$ cat config.mk
export PLATFORM = sky130hd
export DESIGN_NAME = fetch_align_queue_flat
export DESIGN_NICKNAME = d
export VERILOG_FILES = /design/src/rtl/fetch_align_queue_if.sv /design/src/rtl/fetch_align_queue.sv /design/src/flat_wrapper.sv
export SDC_FILE = /design/constraint.sdc
export NUM_CORES = 1
export LEC_CHECK = 0
export BUFFER_PORTS_ARGS = -buffer_cell sky130_fd_sc_hd__buf_2
export CORE_MARGIN = 5
export CORE_UTILIZATION = 53
export CTS_BUF_LIST = sky130_fd_sc_hd__clkbuf_8
export CTS_CLUSTER_SIZE = 30
export DETAILED_ROUTE_END_ITERATION = 6
export GPL_TIMING_DRIVEN = 0
export HOLD_SLACK_MARGIN = 0.02
export PLACE_DENSITY = 0.87
export SLEW_MARGIN = 20
export SYNTH_ARGS = -nofsm -noshare
export SYNTH_HDL_FRONTEND = slang
export SYNTH_SLANG_ARGS = --single-unit
$ cat constraint.sdc
create_clock -name clk -period 3.1 [get_ports clk]
set_clock_uncertainty 0.15 [all_clocks]
set_input_delay 0.465 -clock clk [delete_from_list [all_inputs] [get_ports clk]]
set_output_delay 0.465 -clock clk [all_outputs]
set_load 0.02 [all_outputs]
$ cat src/rtl/fetch_align_queue_if.sv
// Fetch/decode handshake bundle for fetch_align_queue.
// master: the queue itself; slave: the surrounding I-cache, branch unit and decode.
interface fetch_align_queue_if;
  logic        flush;
  logic [31:0] redirect_pc;
  logic        I_ren;
  logic [29:0] I_addr;
  logic        I_stall;
  logic [31:0] I_rdata;
  logic        inst_valid;
  logic        inst_ready;
  logic [31:0] inst_out;
  logic [31:0] inst_pc;
  logic        inst_is16;

  modport master (
    input  flush, redirect_pc, I_stall, I_rdata, inst_ready,
    output I_ren, I_addr, inst_valid, inst_out, inst_pc, inst_is16
  );

  modport slave (
    output flush, redirect_pc, I_stall, I_rdata, inst_ready,
    input  I_ren, I_addr, inst_valid, inst_out, inst_pc, inst_is16
  );
endinterface

$ cat src/rtl/fetch_align_queue.sv
// Instruction prefetch and realignment queue: buffers fetched words as
// halfwords and presents one aligned 16- or 32-bit instruction per cycle.
// Define RVC_ALIGN_EN for mixed 16/32-bit streams and halfword redirects;
// without it every instruction is 32-bit and redirects are word aligned.
module fetch_align_queue #(
  parameter int unsigned DEPTH    = 8,
  parameter logic [31:0] RESET_PC = 32'h0000_0000
) (
  input  logic                 clk,
  input  logic                 rst,
  fetch_align_queue_if.master  bus
);
  localparam int unsigned    AW         = $clog2(DEPTH);
  localparam logic [AW:0]    FILL_LIMIT = (AW+1)'(DEPTH - 2);
  localparam logic [AW-1:0]  PTR_ONE    = 1;

  logic [15:0]   r_mem [DEPTH];
  logic [AW-1:0] r_rd;
  logic [AW-1:0] r_wr;
  logic [AW:0]   r_count;
  logic [31:0]   r_fetch_pc;
  logic [31:0]   r_head_pc;
  logic          r_drop_first;

  logic [AW-1:0] w_rd1;
  logic [15:0]   w_h0;
  logic [15:0]   w_h1;
  logic          w_is16;
  logic          w_valid;
  logic          w_ren;
  logic          w_accept;
  logic          w_pop;
  logic [AW:0]   w_push_n;
  logic [AW:0]   w_pop_n;
  logic          w_unused;

  assign w_unused = &{1'b0, bus.redirect_pc[1:0]};

  // Head decode, request and handshake qualification.
  always_comb begin
    w_rd1 = r_rd + PTR_ONE;
    w_h0  = r_mem[r_rd];
    w_h1  = r_mem[w_rd1];
`ifdef RVC_ALIGN_EN
    w_is16 = (w_h0[1:0] != 2'b11);
`else
    w_is16 = 1'b0;
`endif
    w_valid  = w_is16 ? (r_count != '0) : (r_count >= (AW+1)'(2));
    // Request only when room for a full word exists before any pop this cycle.
    w_ren    = ~bus.flush & ~rst & (r_count <= FILL_LIMIT);
    w_accept = w_ren & ~bus.I_stall;
    w_pop    = w_valid & bus.inst_ready & ~bus.flush;
    w_push_n = '0;
    if (w_accept) w_push_n = r_drop_first ? (AW+1)'(1) : (AW+1)'(2);
    w_pop_n  = '0;
    if (w_pop) w_pop_n = w_is16 ? (AW+1)'(1) : (AW+1)'(2);
  end

  // Outputs to the I-cache and decode.
  always_comb begin
    bus.I_ren      = w_ren;
    bus.I_addr     = r_fetch_pc[31:2];
    bus.inst_valid = w_valid;
    bus.inst_pc    = r_head_pc;
    bus.inst_is16  = w_valid & w_is16;
    bus.inst_out   = '0;
    if (w_valid) bus.inst_out = w_is16 ? {16'h0000, w_h0} : {w_h1, w_h0};
  end

  // Halfword storage; a dropped low half writes only the upper halfword.
  always_ff @(posedge clk) begin
    if (w_accept) begin
      if (r_drop_first) begin
        r_mem[r_wr] <= bus.I_rdata[31:16];
      end else begin
        r_mem[r_wr]         <= bus.I_rdata[15:0];
        r_mem[r_wr+PTR_ONE] <= bus.I_rdata[31:16];
      end
    end
  end

  // Pointers, occupancy, fetch/head PCs and redirect handling.
  always_ff @(posedge clk or posedge rst) begin
    if (rst) begin
      r_rd         <= '0;
      r_wr         <= '0;
      r_count      <= '0;
      r_fetch_pc   <= RESET_PC;
      r_head_pc    <= RESET_PC;
      r_drop_first <= 1'b0;
    end else if (bus.flush) begin
      r_rd         <= '0;
      r_wr         <= '0;
      r_count      <= '0;
      r_fetch_pc   <= {bus.redirect_pc[31:2], 2'b00};
`ifdef RVC_ALIGN_EN
      r_head_pc    <= bus.redirect_pc;
      r_drop_first <= bus.redirect_pc[1];
`else
      r_head_pc    <= {bus.redirect_pc[31:2], 2'b00};
      r_drop_first <= 1'b0;
`endif
    end else begin
      r_count <= r_count + w_push_n - w_pop_n;
      if (w_accept) begin
        r_wr         <= r_wr + w_push_n[AW-1:0];
        r_fetch_pc   <= r_fetch_pc + 32'd4;
        r_drop_first <= 1'b0;
      end
      if (w_pop) begin
        r_rd      <= r_rd + w_pop_n[AW-1:0];
        r_head_pc <= r_head_pc + (w_is16 ? 32'd2 : 32'd4);
      end
    end
  end
endmodule
$ cat src/flat_wrapper.sv
// flat-port wrapper written by rule: the top's interface ports become plain ports
module fetch_align_queue_flat 
#(
  parameter int unsigned DEPTH    = 8,
  parameter logic [31:0] RESET_PC = 32'h0000_0000
)
  (clk, rst, bus_flush, bus_redirect_pc, bus_I_stall, bus_I_rdata, bus_inst_ready, bus_I_ren, bus_I_addr, bus_inst_valid, bus_inst_out, bus_inst_pc, bus_inst_is16);
  fetch_align_queue_if bus_i ();
  input  logic clk;
  input  logic rst;
  input wire logic [$bits(bus_i.flush)-1:0] bus_flush;
  input wire logic [$bits(bus_i.redirect_pc)-1:0] bus_redirect_pc;
  input wire logic [$bits(bus_i.I_stall)-1:0] bus_I_stall;
  input wire logic [$bits(bus_i.I_rdata)-1:0] bus_I_rdata;
  input wire logic [$bits(bus_i.inst_ready)-1:0] bus_inst_ready;
  output wire logic [$bits(bus_i.I_ren)-1:0] bus_I_ren;
  output wire logic [$bits(bus_i.I_addr)-1:0] bus_I_addr;
  output wire logic [$bits(bus_i.inst_valid)-1:0] bus_inst_valid;
  output wire logic [$bits(bus_i.inst_out)-1:0] bus_inst_out;
  output wire logic [$bits(bus_i.inst_pc)-1:0] bus_inst_pc;
  output wire logic [$bits(bus_i.inst_is16)-1:0] bus_inst_is16;
  assign bus_i.flush = bus_flush;
  assign bus_i.redirect_pc = bus_redirect_pc;
  assign bus_i.I_stall = bus_I_stall;
  assign bus_i.I_rdata = bus_I_rdata;
  assign bus_i.inst_ready = bus_inst_ready;
  assign bus_I_ren = bus_i.I_ren;
  assign bus_I_addr = bus_i.I_addr;
  assign bus_inst_valid = bus_i.inst_valid;
  assign bus_inst_out = bus_i.inst_out;
  assign bus_inst_pc = bus_i.inst_pc;
  assign bus_inst_is16 = bus_i.inst_is16;
  fetch_align_queue #(.DEPTH(DEPTH), .RESET_PC(RESET_PC)) u_core (.clk(clk), .rst(rst), .bus(bus_i));
endmodule
-- Word level (Yosys, flattened, before mapping)
Memories as Yosys holds them, arrays and structs flattened.
Cells that the tools add are included.
Widths: inputs -> output; s select.
- multiplexer cells: 22
- bitwise gates (word level): 9
- reductions and logical operators: 2
- magnitude comparators: 2
- add/subtract/negate cells: 8
- operators with widths (kind ; number):
    $mux 32 ; 5
    $add 32x3->32 const B ; 2
    $mux 16 ; 1
    $mux 3 ; 4
    $mux 1 ; 8
    $add 3x1->3 const B ; 2
    $add 3x3->3 ; 2
    $mux 2 ; 3
    $and 1x1->1 ; 5
    $add 4x4->4 ; 1
    $ge 4x2->1 const B ; 1
    $le 4x3->1 const B ; 1
    $mux 4 ; 1
    $reduce_bool 2->1 ; 2
    $sub 4x4->4 ; 1
    $not 1->1 ; 3
    $or 1x1->1 ; 1
- memories kept: 1
- RAM bits: 128
- input port bits: 69
- word-level logic and storage cells: 50
- output and inout port bits: 97
- flip-flop bits (word level): 75
- memories (name ; words ; width ; read ports ; clocked after Yosys merged registers in ; write ports ; RTL line ; RTL):
    u_core.r_mem ; 8 ; 16 ; 2 ; 0 ; 2 ; fetch_align_queue.sv:17 ; logic [15:0] r_mem [DEPTH];

-- Longest topological paths before layout
- depth after elaboration: 8
- mapped depth: 12

-- Worst setup path after synthesis
No wires, ideal clock.
- path type: input port to flip-flop
- start: in bus_flush
- end: mem u_core.r_mem[0][0], enable pin
- data required time: 2.541 ns
- stages on the path: 6
- arrival: 2.904 ns
- setup slack: -0.364 ns
- path buffers: 3
- cell sequence: or4_1 or2_1 buf_6 clkbuf_1 buf_1 nor3_1
- RTL lines (element ; RTL line ; RTL):
    start: declaration ; flat_wrapper.sv:11 ; input wire logic [$bits(bus_i.flush)-1:0] bus_flush;
    end: declaration ; fetch_align_queue.sv:17 ;

-- Final worst setup path
- start: reg u_core.r_rd[2]
- end: out bus_inst_out[17]
- longest elaborated chain between the ends: 3
- RTL lines (element ; RTL line ; RTL):
    start: declaration ; fetch_align_queue.sv:18 ; logic [AW-1:0] r_rd;
    start signal: assignment ; fetch_align_queue.sv:112 ; r_rd <= r_rd + w_pop_n[AW-1:0];
    $add 3x1->3 ; fetch_align_queue.sv:41 ; w_rd1 = r_rd + PTR_ONE;
    $mem_v2 8x16 ; -- ;
    $mux 32 ; fetch_align_queue.sv:68 ; if (w_valid) bus.inst_out = w_is16 ? {16'h0000, w_h0} : {w_h1, w_h0};
    end: declaration ; flat_wrapper.sv:19 ; output wire logic [$bits(bus_i.inst_out)-1:0] bus_inst_out;
Every way passes these cells.

==> out/metrics.csv <==
stage;metric;value;unit
outcome;status;finished clean;
synth;yosysWarnings;0;
clock_network;postCtsSetupBuffers;0;
timing;fin_crit_sh;0.9677;
clock_network;clk_pin_slew_worst_paths;0.11;ns
worst_setup_path;crit_arrival;2.38;ns
worst_setup_path;critical_path_buf_inv_count;4;
floorplanning;die_w;145.3;um
clock_network;htree_levels;4;
finish;layout.cells.non_filler;1193;
worst_setup_path;crit_path_frequent_cell;buf_2;
synth;synth_cell_types;47;
global_routing;antenna_found_initial;3;
floorplanning;dieArea;21100;um^2
synth;synth_ff_type;edfxtp_1;
finish;stdcell_area;11390;um^2
worst_setup_path;max_stage_delay;0.37;ns
drt;vias_per_cell;6.215;
timing;hold_violations;0;
global_routing;grt_pass1_wl;40.74;mm
floorplanning;die_h;145.3;um
worst_setup_path;crit_slowest_cell;mux4_2;
placement;post-place-cells;1160;
synth;async_reset_ff_frac;0.3436;
finish;area_delta_synth_final;17.47;%
timing;setup_ws;0.1001;ns
worst_setup_path;crit_chain;buf_2, buf_2, buf_4, mux4_2, and2_1, buf_2;
finish;utilization;0.6342;
clock_network;numCtsBuffers;17;
clock_network;clockBufferDepth;2;
synth;synth_edf_count;128;
synth;synth.top_cell.area_share;0.3963;
placement;io_buffers;160;
clock_network;clk_latency;0.48;ns
hold_path;hold_depth;3;
drt;wire_per_inst;21.86;um
timing;slew-limit-headroom;0.3776;
timing;fin_crit;3.000;ns
drt;drt_iter0_drc;912;
floorplanning;core;17960;um^2
synth;synthCells;761;
drt;routed_wl;26.08;mm
floorplanning;row_count;49;
placement;place.gp.congestion;0.9281;
worst_setup_path;cp.depth;6;
worst_setup_path;cp_data_required_time;2.48;ns
timing;tns;0;ns
placement;dp_hpwl;19.14;mm
worst_setup_path;reg2regPathDepth;8;
drt;vias;7414;
synth;ys_seq_elements;195;
worst_setup_path;path_class;reg -> out;
synth;synth_area_leaders;edfxtp_1 40%, dfrtp_1 17%, mux4_2 7.4%;
drt;postRouteAntennaNets;0;
placement;dpl_cell_area;10930;um^2
drt;firstDrtPassIters;7;
global_routing;grt_pass1_vias;7205;
hold_path;hp-class;in -> reg;
global_routing;overflow;0;
global_routing;grt_max_degree;48;
run;max-cap-violations;0;
power;power_density;568.7;nW/um^2
floorplanning;io_pins;166;
placement;place_ws;-0.5769;ns
synth;syn_area_per_cell;12.74;um^2
timing;slew_viol_final;0;
power;p_leak;4.425;nW
global_routing;track_usage;0.2440;
timing;setup_violations;0;
synth;netlist.top_cell.by_area;edfxtp_1;
timing;holdWs;0.06853;ns
worst_setup_path;worstSetupStartpointType;register;
clock_network;clock-root-buffer;clkbuf_8;
finish;drive_gt1_frac;0.3534;
synth;seq_area_frac_synth;0.5692;
power;total_power;6.479;mW
timing;tightestPinTransition;0.9326;ns
clock_network;cts.sinks;195;
finish;nets;1026;
timing;fmax;333.3;MHz
clock_network;cts_tree;yes;
worst_setup_path;path_delay_family;buffers and inverters;
power;vdd_ir_drop_max;0.0003018;V
timing;grt_setup_unrepaired;false;
worst_setup_path;end_kind;primary output;
floorplanning;start_util;0.5399;
drt;drc;0;
worst_setup_path;cp_max_fo;10;
synth;netlist_area;9698;um^2
==> worst reg2reg max path, cell delays in order, from the launching register on <==
cell and delay, ns:
dfrtp_1 0.43, or4_1 0.49, or2_1 0.23, buf_6 0.17, buf_2 0.23, fa_1 0.51
fa_1 0.41, xnor2_1 0.15, nor2_1 0.05
==> power breakdown <==
part | leakage (nW) | switching (mW) | internal, mW
registers | 1.98 | 0.154 | 2.93
logic | 2.24 | 1.07 | 0.626
clock network | 0.204 | 1.07 | 0.631
==> layer usage <==
layer	up-vias	share of wire	global-route usage
li1	3231	-	-
met1	3641	0.39	0.3373
met2	460	0.49	0.3911
met3	80	0.084	0.04521
met4	2	0.030	0.08722
met5	-	0.00027	0
==> registers in the layout (all words and copies together), names as in the netlist <==
| register | count |
|---|---|
| u_core.r_mem | 128 |
| u_core.bus.inst_pc | 30 |
| u_core.r_fetch_pc | 30 |
| u_core.r_count | 3 |
| u_core.r_rd | 2 |
| u_core.r_wr | 2 |
==> final timing paths <==
kind                                               end  slack, ns              startpoint
worst max-delay path                  bus_inst_out[17]       0.10          u_core.r_rd[2]
worst min-delay path             u_core.r_fetch_pc[24]       0.07     bus_redirect_pc[24]
worst max register to register       u_core.r_count[3]       0.15       u_core.r_count[3]
worst min register to register  u_core.bus.inst_pc[31]       0.42  u_core.bus.inst_pc[31]
max in group asynchronous        u_core.r_fetch_pc[31]       1.87                     rst
min in group asynchronous       u_core.bus.inst_pc[22]       0.39                     rst
==> synth_stat cells, drive strengths merged, types with 3 or more instances <==
master	instances
nand3	29
inv	13
a31oi	4
nand2	115
nand4	24
or3	3
clkbuf	21
mux4	32
a21oi	5
nor4	7
and2	40
xor2	16
xnor2	14
buf	23
o311ai	16
o21ai	43
dfrtp	67
nand2b	3
and4	7
nor2	28
edfxtp	128
o211ai	17
nor3	11
ha	6
mux2	65
and3	8
==> logic make-up after synthesis <==
logic type | share of synthesized area
mux | 0.1557
fa+ha+maj | 0.01187
buf+inv | 0.03006
flops | 0.5692
simple gates | 0.1459
xor+xnor | 0.02709
other cells | 0.0003867
compound gates | 0.05973
==> cell type report <==
type | instances | area, um^2
timing repair buffer | 169 | 917.1
sequential | 195 | 5520
tap | 229 | 286.5
fill | 1278 | 6571
antenna | 2 | 5.005
clock buffer | 17 | 234.0
buffer | 42 | 250.2
inverter | 14 | 60.06
multi-input combinational | 510 | 3925
clock inverter | 15 | 193.9
==> cells in the final DEF (no fill, tap or decap), drive strengths merged, types with 2 or more instances in the layout <==
| master | count |
|---|---|
| a21oi | 5 |
| a31oi | 4 |
| a41oi | 2 |
| and2 | 40 |
| and3 | 8 |
| and4 | 7 |
| buf | 188 |
| clkbuf | 39 |
| clkinv | 7 |
| clkinvlp | 2 |
| conb | 3 |
| dfrtp | 67 |
| diode | 2 |
| edfxtp | 128 |
| fa | 2 |
| ha | 6 |
| inv | 20 |
| mux2 | 65 |
| mux2i | 2 |
| mux4 | 32 |
| nand2 | 115 |
| nand2b | 3 |
| nand3 | 29 |
| nand4 | 24 |
| nor2 | 28 |
| nor2b | 2 |
| nor3 | 11 |
| nor4 | 7 |
| o211ai | 17 |
| o21ai | 43 |
| o311ai | 16 |
| o31a | 2 |
| or3 | 3 |
| or4 | 2 |
| xnor2 | 14 |
| xor2 | 16 |
==> timing repair <==
item / in CTS / in global routing
endpoints found under the setup margin: 106 / 18
hold endpoints to repair: 20 / 0
hold buffers: 1 / 0
gates resized for setup: 10 / 5
Note: power is estimated with default switching activity, not from simulation.
